`config.mk`:
```
export PLATFORM = sky130hd
export DESIGN_NAME = wb_dest_queue
export DESIGN_NICKNAME = d
export VERILOG_FILES = /design/src/rtl/wb_dest_queue.sv
export SDC_FILE = /design/constraint.sdc
export NUM_CORES = 1
export LEC_CHECK = 0
export CAP_MARGIN = 20
export CORE_AREA = 2 2 86 88
export DETAILED_ROUTE_END_ITERATION = 12
export DIE_AREA = 0 0 88 90
export PLACE_DENSITY = 0.84
export SKIP_CTS_REPAIR_TIMING = 1
export SLEW_MARGIN = 15
export SYNTH_ARGS = -nofsm -noshare
export SYNTH_HDL_FRONTEND = slang
export SYNTH_SLANG_ARGS = --single-unit
export TNS_END_PERCENT = 20
```
`constraint.sdc`:
```
create_clock -name CLK -period 3.85 [get_ports CLK]
set_input_delay 0.77 -clock CLK [delete_from_list [all_inputs] [get_ports CLK]]
set_output_delay 0.77 -clock CLK [all_outputs]
set_load 0.03 [all_outputs]
```
`src/rtl/wb_dest_queue.sv`:
```
// wb_dest_queue: in-order destination queue pairing writeback data with decoded write addresses.
module wb_dest_queue #(
   parameter int AW           = 5,
   parameter int DW           = 32,
   parameter int DEPTH        = 4,
   parameter int LINK_REG     = 31,
   parameter int ZERO_DISCARD = 1
) (
   input  logic                       CLK,
   input  logic                       Reset,
   input  logic                       cap_valid,
   output logic                       cap_ready,
   input  logic [1:0]                 RegDst,
   input  logic                       RegWrite,
   input  logic [AW-1:0]              rt,
   input  logic [AW-1:0]              rd,
   input  logic                       wb_valid,
   output logic                       wb_ready,
   input  logic [DW-1:0]              wb_data,
   output logic                       rf_we,
   output logic [AW-1:0]              rf_waddr,
   output logic [DW-1:0]              rf_wdata,
   input  logic [AW-1:0]              q_addr_a,
   input  logic [AW-1:0]              q_addr_b,
   output logic                       q_busy_a,
   output logic                       q_busy_b,
   output logic [$clog2(DEPTH):0]     count,
   output logic [1:0]                 err
);
   localparam int PW = $clog2(DEPTH);
   localparam int CW = PW + 1;

   logic [AW-1:0] addr_q [DEPTH];
   logic          we_q   [DEPTH];
   logic [PW-1:0] head_q, head_d, tail_q, tail_d;
   logic [CW-1:0] count_q, count_d;
   logic [1:0]    err_q, err_d;
   logic          rf_we_q, rf_we_d;
   logic [AW-1:0] rf_waddr_q, rf_waddr_d;
   logic [DW-1:0] rf_wdata_q, rf_wdata_d;
   logic [AW-1:0] res_addr;
   logic          res_we, full, empty, push, pop;
   logic [PW-1:0] off [DEPTH];

   always_comb begin
      res_addr = RegDst == 2'b00 ? AW'(LINK_REG) :
                 RegDst == 2'b01 ? rt :
                 RegDst == 2'b10 ? rd : '0;
      res_we   = RegDst != 2'b11 && RegWrite && !(ZERO_DISCARD != 0 && res_addr == '0);
      full     = count_q == CW'(DEPTH);
      empty    = count_q == '0;
      pop      = wb_valid && !empty;
      // a full queue still accepts a push when the head leaves in the same cycle
      push     = cap_valid && (!full || pop);
      head_d   = pop  ? head_q + PW'(1) : head_q;
      tail_d   = push ? tail_q + PW'(1) : tail_q;
      count_d  = count_q + CW'(push) - CW'(pop);
      err_d    = err_q | {wb_valid && empty, cap_valid && !push};
      rf_we_d    = pop && we_q[head_q];
      rf_waddr_d = pop ? addr_q[head_q] : rf_waddr_q;
      rf_wdata_d = pop ? wb_data : rf_wdata_q;
   end

   // entry i is live when its distance from the head is below the occupancy
   always_comb begin
      q_busy_a = 1'b0;
      q_busy_b = 1'b0;
      for (int i = 0; i < DEPTH; i++) begin
         off[i] = PW'(i) - head_q;
         if ({1'b0, off[i]} < count_q && we_q[i]) begin
            q_busy_a = q_busy_a | (addr_q[i] == q_addr_a);
            q_busy_b = q_busy_b | (addr_q[i] == q_addr_b);
         end
      end
   end

   always_ff @(posedge CLK) begin
      if (push) begin
         addr_q[tail_q] <= res_addr;
         we_q[tail_q]   <= res_we;
      end
   end

   always_ff @(posedge CLK) begin
      if (Reset) begin
         head_q     <= '0;
         tail_q     <= '0;
         count_q    <= '0;
         err_q      <= '0;
         rf_we_q    <= 1'b0;
         rf_waddr_q <= '0;
         rf_wdata_q <= '0;
      end else begin
         head_q     <= head_d;
         tail_q     <= tail_d;
         count_q    <= count_d;
         err_q      <= err_d;
         rf_we_q    <= rf_we_d;
         rf_waddr_q <= rf_waddr_d;
         rf_wdata_q <= rf_wdata_d;
      end
   end

   assign cap_ready = !full;
   assign wb_ready  = !empty;
   assign rf_we     = rf_we_q;
   assign rf_waddr  = rf_waddr_q;
   assign rf_wdata  = rf_wdata_q;
   assign count     = count_q;
   assign err       = err_q;
endmodule
```
After elaboration in Yosys (flattened, before gate mapping). Memories as Yosys holds them, arrays and structs flattened. A register that Yosys moved wholly into a read port is not among the register bits. Index checks and enable logic that the tools add are counted.

Output and inout bits: 47. Bits in writable memories: 24. Input port bits: 59. Register bits: 42. Bits in latches: 0. Word-level logic and storage cells: 73. Memories kept: 2. Bits in read-only memories: 0.

Divide/modulo/power cells: 0. $add $sub $neg: 8. Order comparisons: 4. Shifts and indexed selects: 0. Muxes and demuxes: 15. Multiply operators: 0. Bitwise logic cells: 7. Eq/ne operators: 12. Reductions and logical operators: 19.

Memory list: addr_q (depth 4, width 5, rd ports 5, clocked after Yosys merged registers in 1, wr ports 1, RTL line 33) `logic [AW-1:0] addr_q [DEPTH];`; we_q (depth 4, width 1, rd ports 5, clocked after Yosys merged registers in 1, wr ports 1, RTL line 34) `logic we_q [DEPTH];`.

Operator list (number): 5-bit == test (8); 5-bit two-way mux (3); 2-bit by 3-bit < comparator with 1-bit output (4); 1-bit logical AND (11); 1-bit two-way mux (10); 1-bit OR (6); 5-bit zero test (1); 2-bit by 1-bit adder with 2-bit output (second input constant) (2); 1-bit zero test (4); 2-bit two-way mux (2); 1-bit by 2-bit subtractor with 2-bit output (first input constant) (2); 2-bit subtractor (first input constant) (2); 3-bit by 1-bit adder with 3-bit output (1); 3-bit == test (second input constant) (1); 3-bit zero test (1); 3-bit by 1-bit subtractor with 3-bit output (1); 2-bit by 1-bit == test with 1-bit output (second input constant) (1); 2-bit == test (second input constant) (1); 2-bit zero test (1); 2-bit != test (second input constant) (1); 2-bit OR (1); 1-bit logical OR (1).

Depth between registers and ports, before layout.
Depth after elaboration: 10. Mapped depth: 11. Gate-level depth less buffers: 11.

Least setup slack after synthesis. Ideal clock, no wire load.

Path kind: register to output. From: reg count_q[1], in the netlist count[1]. To: out q_busy_b. Path buffers: 0. Required time: 3.080 ns. Stages on the path, launching flop included: 7. Arrival time: 1.991 ns. Setup slack: 1.089 ns. Path through: dfxtp_1 > inv_1 > ha_1 > a21oi_1 > o21ai_1 > nor4_1 > or4_1.

Longest elaborated chain between the ends: 9. Elaborated cells on any way between the ends: 15. Classes of those cells: order compare: 4; mux: 4; bitwise: 3; reduce/logical: 4.

Ends and longest elaborated chain: start, declared (RTL line 36) `logic [CW-1:0] count_q, count_d;`; start signal, assigned (RTL line 96) `count_q <= count_d;`; 2-bit by 3-bit < comparator with 1-bit output (RTL line 70) `if ({1'b0, off[i]} < count_q && we_q[i]) begin`; 1-bit logical AND (RTL line 70); 1-bit two-way mux (RTL line 70); 1-bit OR (RTL line 72) `q_busy_b = q_busy_b | (addr_q[i] == q_addr_b);`; 1-bit two-way mux (RTL line 70); 1-bit OR (RTL line 72); 1-bit two-way mux (RTL line 70); 1-bit OR (RTL line 72); 1-bit two-way mux * (RTL line 70); end, declared (RTL line 26) `output logic q_busy_b,`.

Mark *: on every way between the ends. The rest lies on a longest branch, timed or not.

Worst setup path after layout. Same ends and word-level chain as after synthesis.

==> flow_summary.json <==
{
  "drt_iter0_markers": 234,
  "die-area_sq_um": 7920,
  "synthCells": 352,
  "synthFlopType": "dfxtp_1",
  "grtUsageTotal": 0.216,
  "worst_slack_ns": 0.228,
  "relSlewSlack": 0.630,
  "finalPower_uw": 2830,
  "synth_top_cell_by_area": "dfxtp_1",
  "crit_family": "buffers and inverters",
  "die_w_um": 88,
  "grt_antenna_before_repair": 0,
  "yosysSeqAreaShare": 0.497,
  "clock_skew_ns": 0.00788,
  "crit_path_end_kind": "output port",
  "slowest_delay_ns": 0.61,
  "syn_to_final_growth_pct": 38.5,
  "synth_top_area_frac": 0.286,
  "cts.clk_slew.worst_paths_ns": 0.07,
  "cp_max_fo": 5,
  "holdPathStages": 2,
  "powerDensity_nw_per_um2": 595,
  "max_clock_freq_ghz": 0.276,
  "synth_top_family_by_area": "simple AND/OR/NAND/NOR gates",
  "synthMuxAreaShare": 0.0424,
  "hold_violations": 0,
  "core_area_sq_um": 7020,
  "synth_edf_count": 24,
  "drv_cap": 0,
  "crit_chain": "inv_1 -> ha_1 -> a21oi_1 -> o21ai_1 -> nor4_1 -> or4_1 -> clkdlybuf4s50_1",
  "first_pass_iters": 4,
  "synth_nets": 422,
  "pre_cts_slack_ns": 0.279,
  "grt_pass1_vias": 2859,
  "io_buffer_count": 105,
  "critPathSlowestCell": "clkdlybuf4s50_1",
  "drv_slew": 0,
  "clkLatencyLatePin_ns": 0.34,
  "vias": 2775,
  "final_nets": 521,
  "dp_hpwl_um": 6180,
  "synth_cell_types": 35,
  "htree_levels": 3,
  "wl_per_cell_um": 14.7,
  "ant_nets": 0,
  "p_leak_uw": 0.00170,
  "rr_startpoint": "count[0]$_SDFF_PP0_",
  "fin_crit_ns": 3.62,
  "min_to": "rf_wdata[31]$_SDFFE_PP0P_",
  "via_per_inst": 5.00,
  "routabilityCongestion": 0.859,
  "synthTopCellsByCount": "77 x nand2_1, 49 x a21oi_1, 49 x dfxtp_1",
  "grt_pass1_wl_um": 13300,
  "cts-root-buf": "clkbuf_8",
  "setup_tns_ns": 0,
  "r2r_slack_ns": 1.49,
  "synth_adder_area_share": 0.0424,
  "die-height_um": 90,
  "grt_max_degree": 40,
  "start_kind": "flop",
  "ys_warn_count": 0,
  "netlist_area_sq_um": 3430,
  "hold_class": "flop to flop",
  "r2r_cells": 11,
  "cts_tree": "yes",
  "rows": 31,
  "regToRegEndpoint": "count[2]$_SDFF_PP0_",
  "yosysMostFrequentCell": "nand2_1",
  "ios": 106,
  "status": "completed",
  "ys_top_cells_by_area": "dfxtp_1 29%, edfxtp_1 21%, nand2_1 8.4%",
  "clk_path_buf_depth": 2,
  "synth-simple-area-share": 0.172,
  "hold_start": "rf_wdata[31]$_SDFFE_PP0P_",
  "synth_compound_area_frac": 0.0811,
  "diodes": 0,
  "drive_gt1_frac": 0.0746,
  "rsz0062_at_grt": "no",
  "drc": 0,
  "fin_crit_sh": 0.941,
  "setup_viol": 0,
  "synth_seq_cells": 73,
  "worst_pin_slew_ns": 0.553,
  "drt-total-wl_um": 8170,
  "worst-path-buf-inv": 2,
  "peakVddDrop_mv": 0.311,
  "postSynth.asyncResetShare": 0,
  "finalCoreUtilization": 0.676,
  "crit_required_ns": 3.08,
  "critPathKind": "flop to output port",
  "clock-sinks": 73,
  "syn_avg_cell_area_sq_um": 9.73,
  "synth_xor_area_frac": 0.118,
  "cts_inserted_buffers": 9,
  "initial_core_util": 0.488,
  "critPathArrivalTime_ns": 2.85,
  "gr-total-overflow": 0
}
cell type report:
| cell class | instances | area [sq um] |
|---|---|---|
| clock buffers | 9 | 124 |
| clock inverters | 7 | 118 |
| fillers | 552 | 2270 |
| inverters | 10 | 37.5 |
| multi-input cells | 248 | 1560 |
| flip-flops and latches | 73 | 1700 |
| well taps | 99 | 124 |
| repair buffers | 109 | 1080 |
sequential cells by signal, summed over array words and instances (netlist names), named ones only:
name      count
we_q          4
count         3
err           2
rf_we         1
tail_q        2
rf_waddr      5
rf_wdata     32
head_q        2
addr_q       20
metal layers:
metal	GRT usage	wire, um
met2	0.374	4340
met3	0.0340	462
met4	0.104	151
met1	0.254	3210
met5	0	0
how the worst max path moves through the flow:
stage                                start       end  depth (start not counted)
finish                 count[1]$_SDFF_PP0_  q_busy_b                          7
detailed placement             q_addr_b[2]  q_busy_b                          6
floorplan              count[1]$_SDFF_PP0_  q_busy_b                          6
CTS                 head_q[1]$_SDFFE_PP0P_  q_busy_b                          8
global placement               q_addr_b[1]  q_busy_b                          6
global route        head_q[1]$_SDFFE_PP0P_  q_busy_b                          8
per-stage QoR:
step	std cells	hold WS [ns]	area, sq um
6_report	555	0.456	4750
5_1_grt	555	0.470	4750
4_1_cts	555	0.458	4740
3_5_place_dp	539	0.448	4500
3_3_place_gp	539	0.440	4500
2_1_floorplan	352	0.518	3430
cells in the final DEF (no fill, tap or decap), types with 2 or more instances in the layout:
master           instances
nand2b_1                 6
nand2_1                 77
edfxtp_1                24
xor2_1                  20
inv_2                    2
o21ai_1                  2
mux4_2                   6
clkbuf_8                 9
nor3_1                   3
xnor2_1                 26
nor2b_1                  8
nand2_2                  3
inv_1                    8
ha_1                    10
and2_1                   4
clkdlybuf4s50_1        105
buf_4                    4
nor2_1                  11
nor4_1                   6
nand3_1                  6
dfxtp_1                 48
nand4_1                  2
bufinv_16                3
a21oi_1                 49
report_power, final:
group | internal [uW] | switching [uW]
Combinational | 467 | 616
Clock | 430 | 278
Sequential | 929 | 105
worst min-delay path, stage by stage, from the launching register on:
cell     delay, ns
dfxtp_1       0.31
nand2_1       0.05
a21oi_1       0.05
kinds of logic after synthesis:
group	count (synthesis)
flip-flops	73
AND/OR/NAND/NOR	130
AO/OA/AOI/OAI	54
buffers and inverters	31
adder cells (fa/ha/maj)	11
XOR/XNOR	46
multiplexers	7
Power figures use the tool's default switching activity.
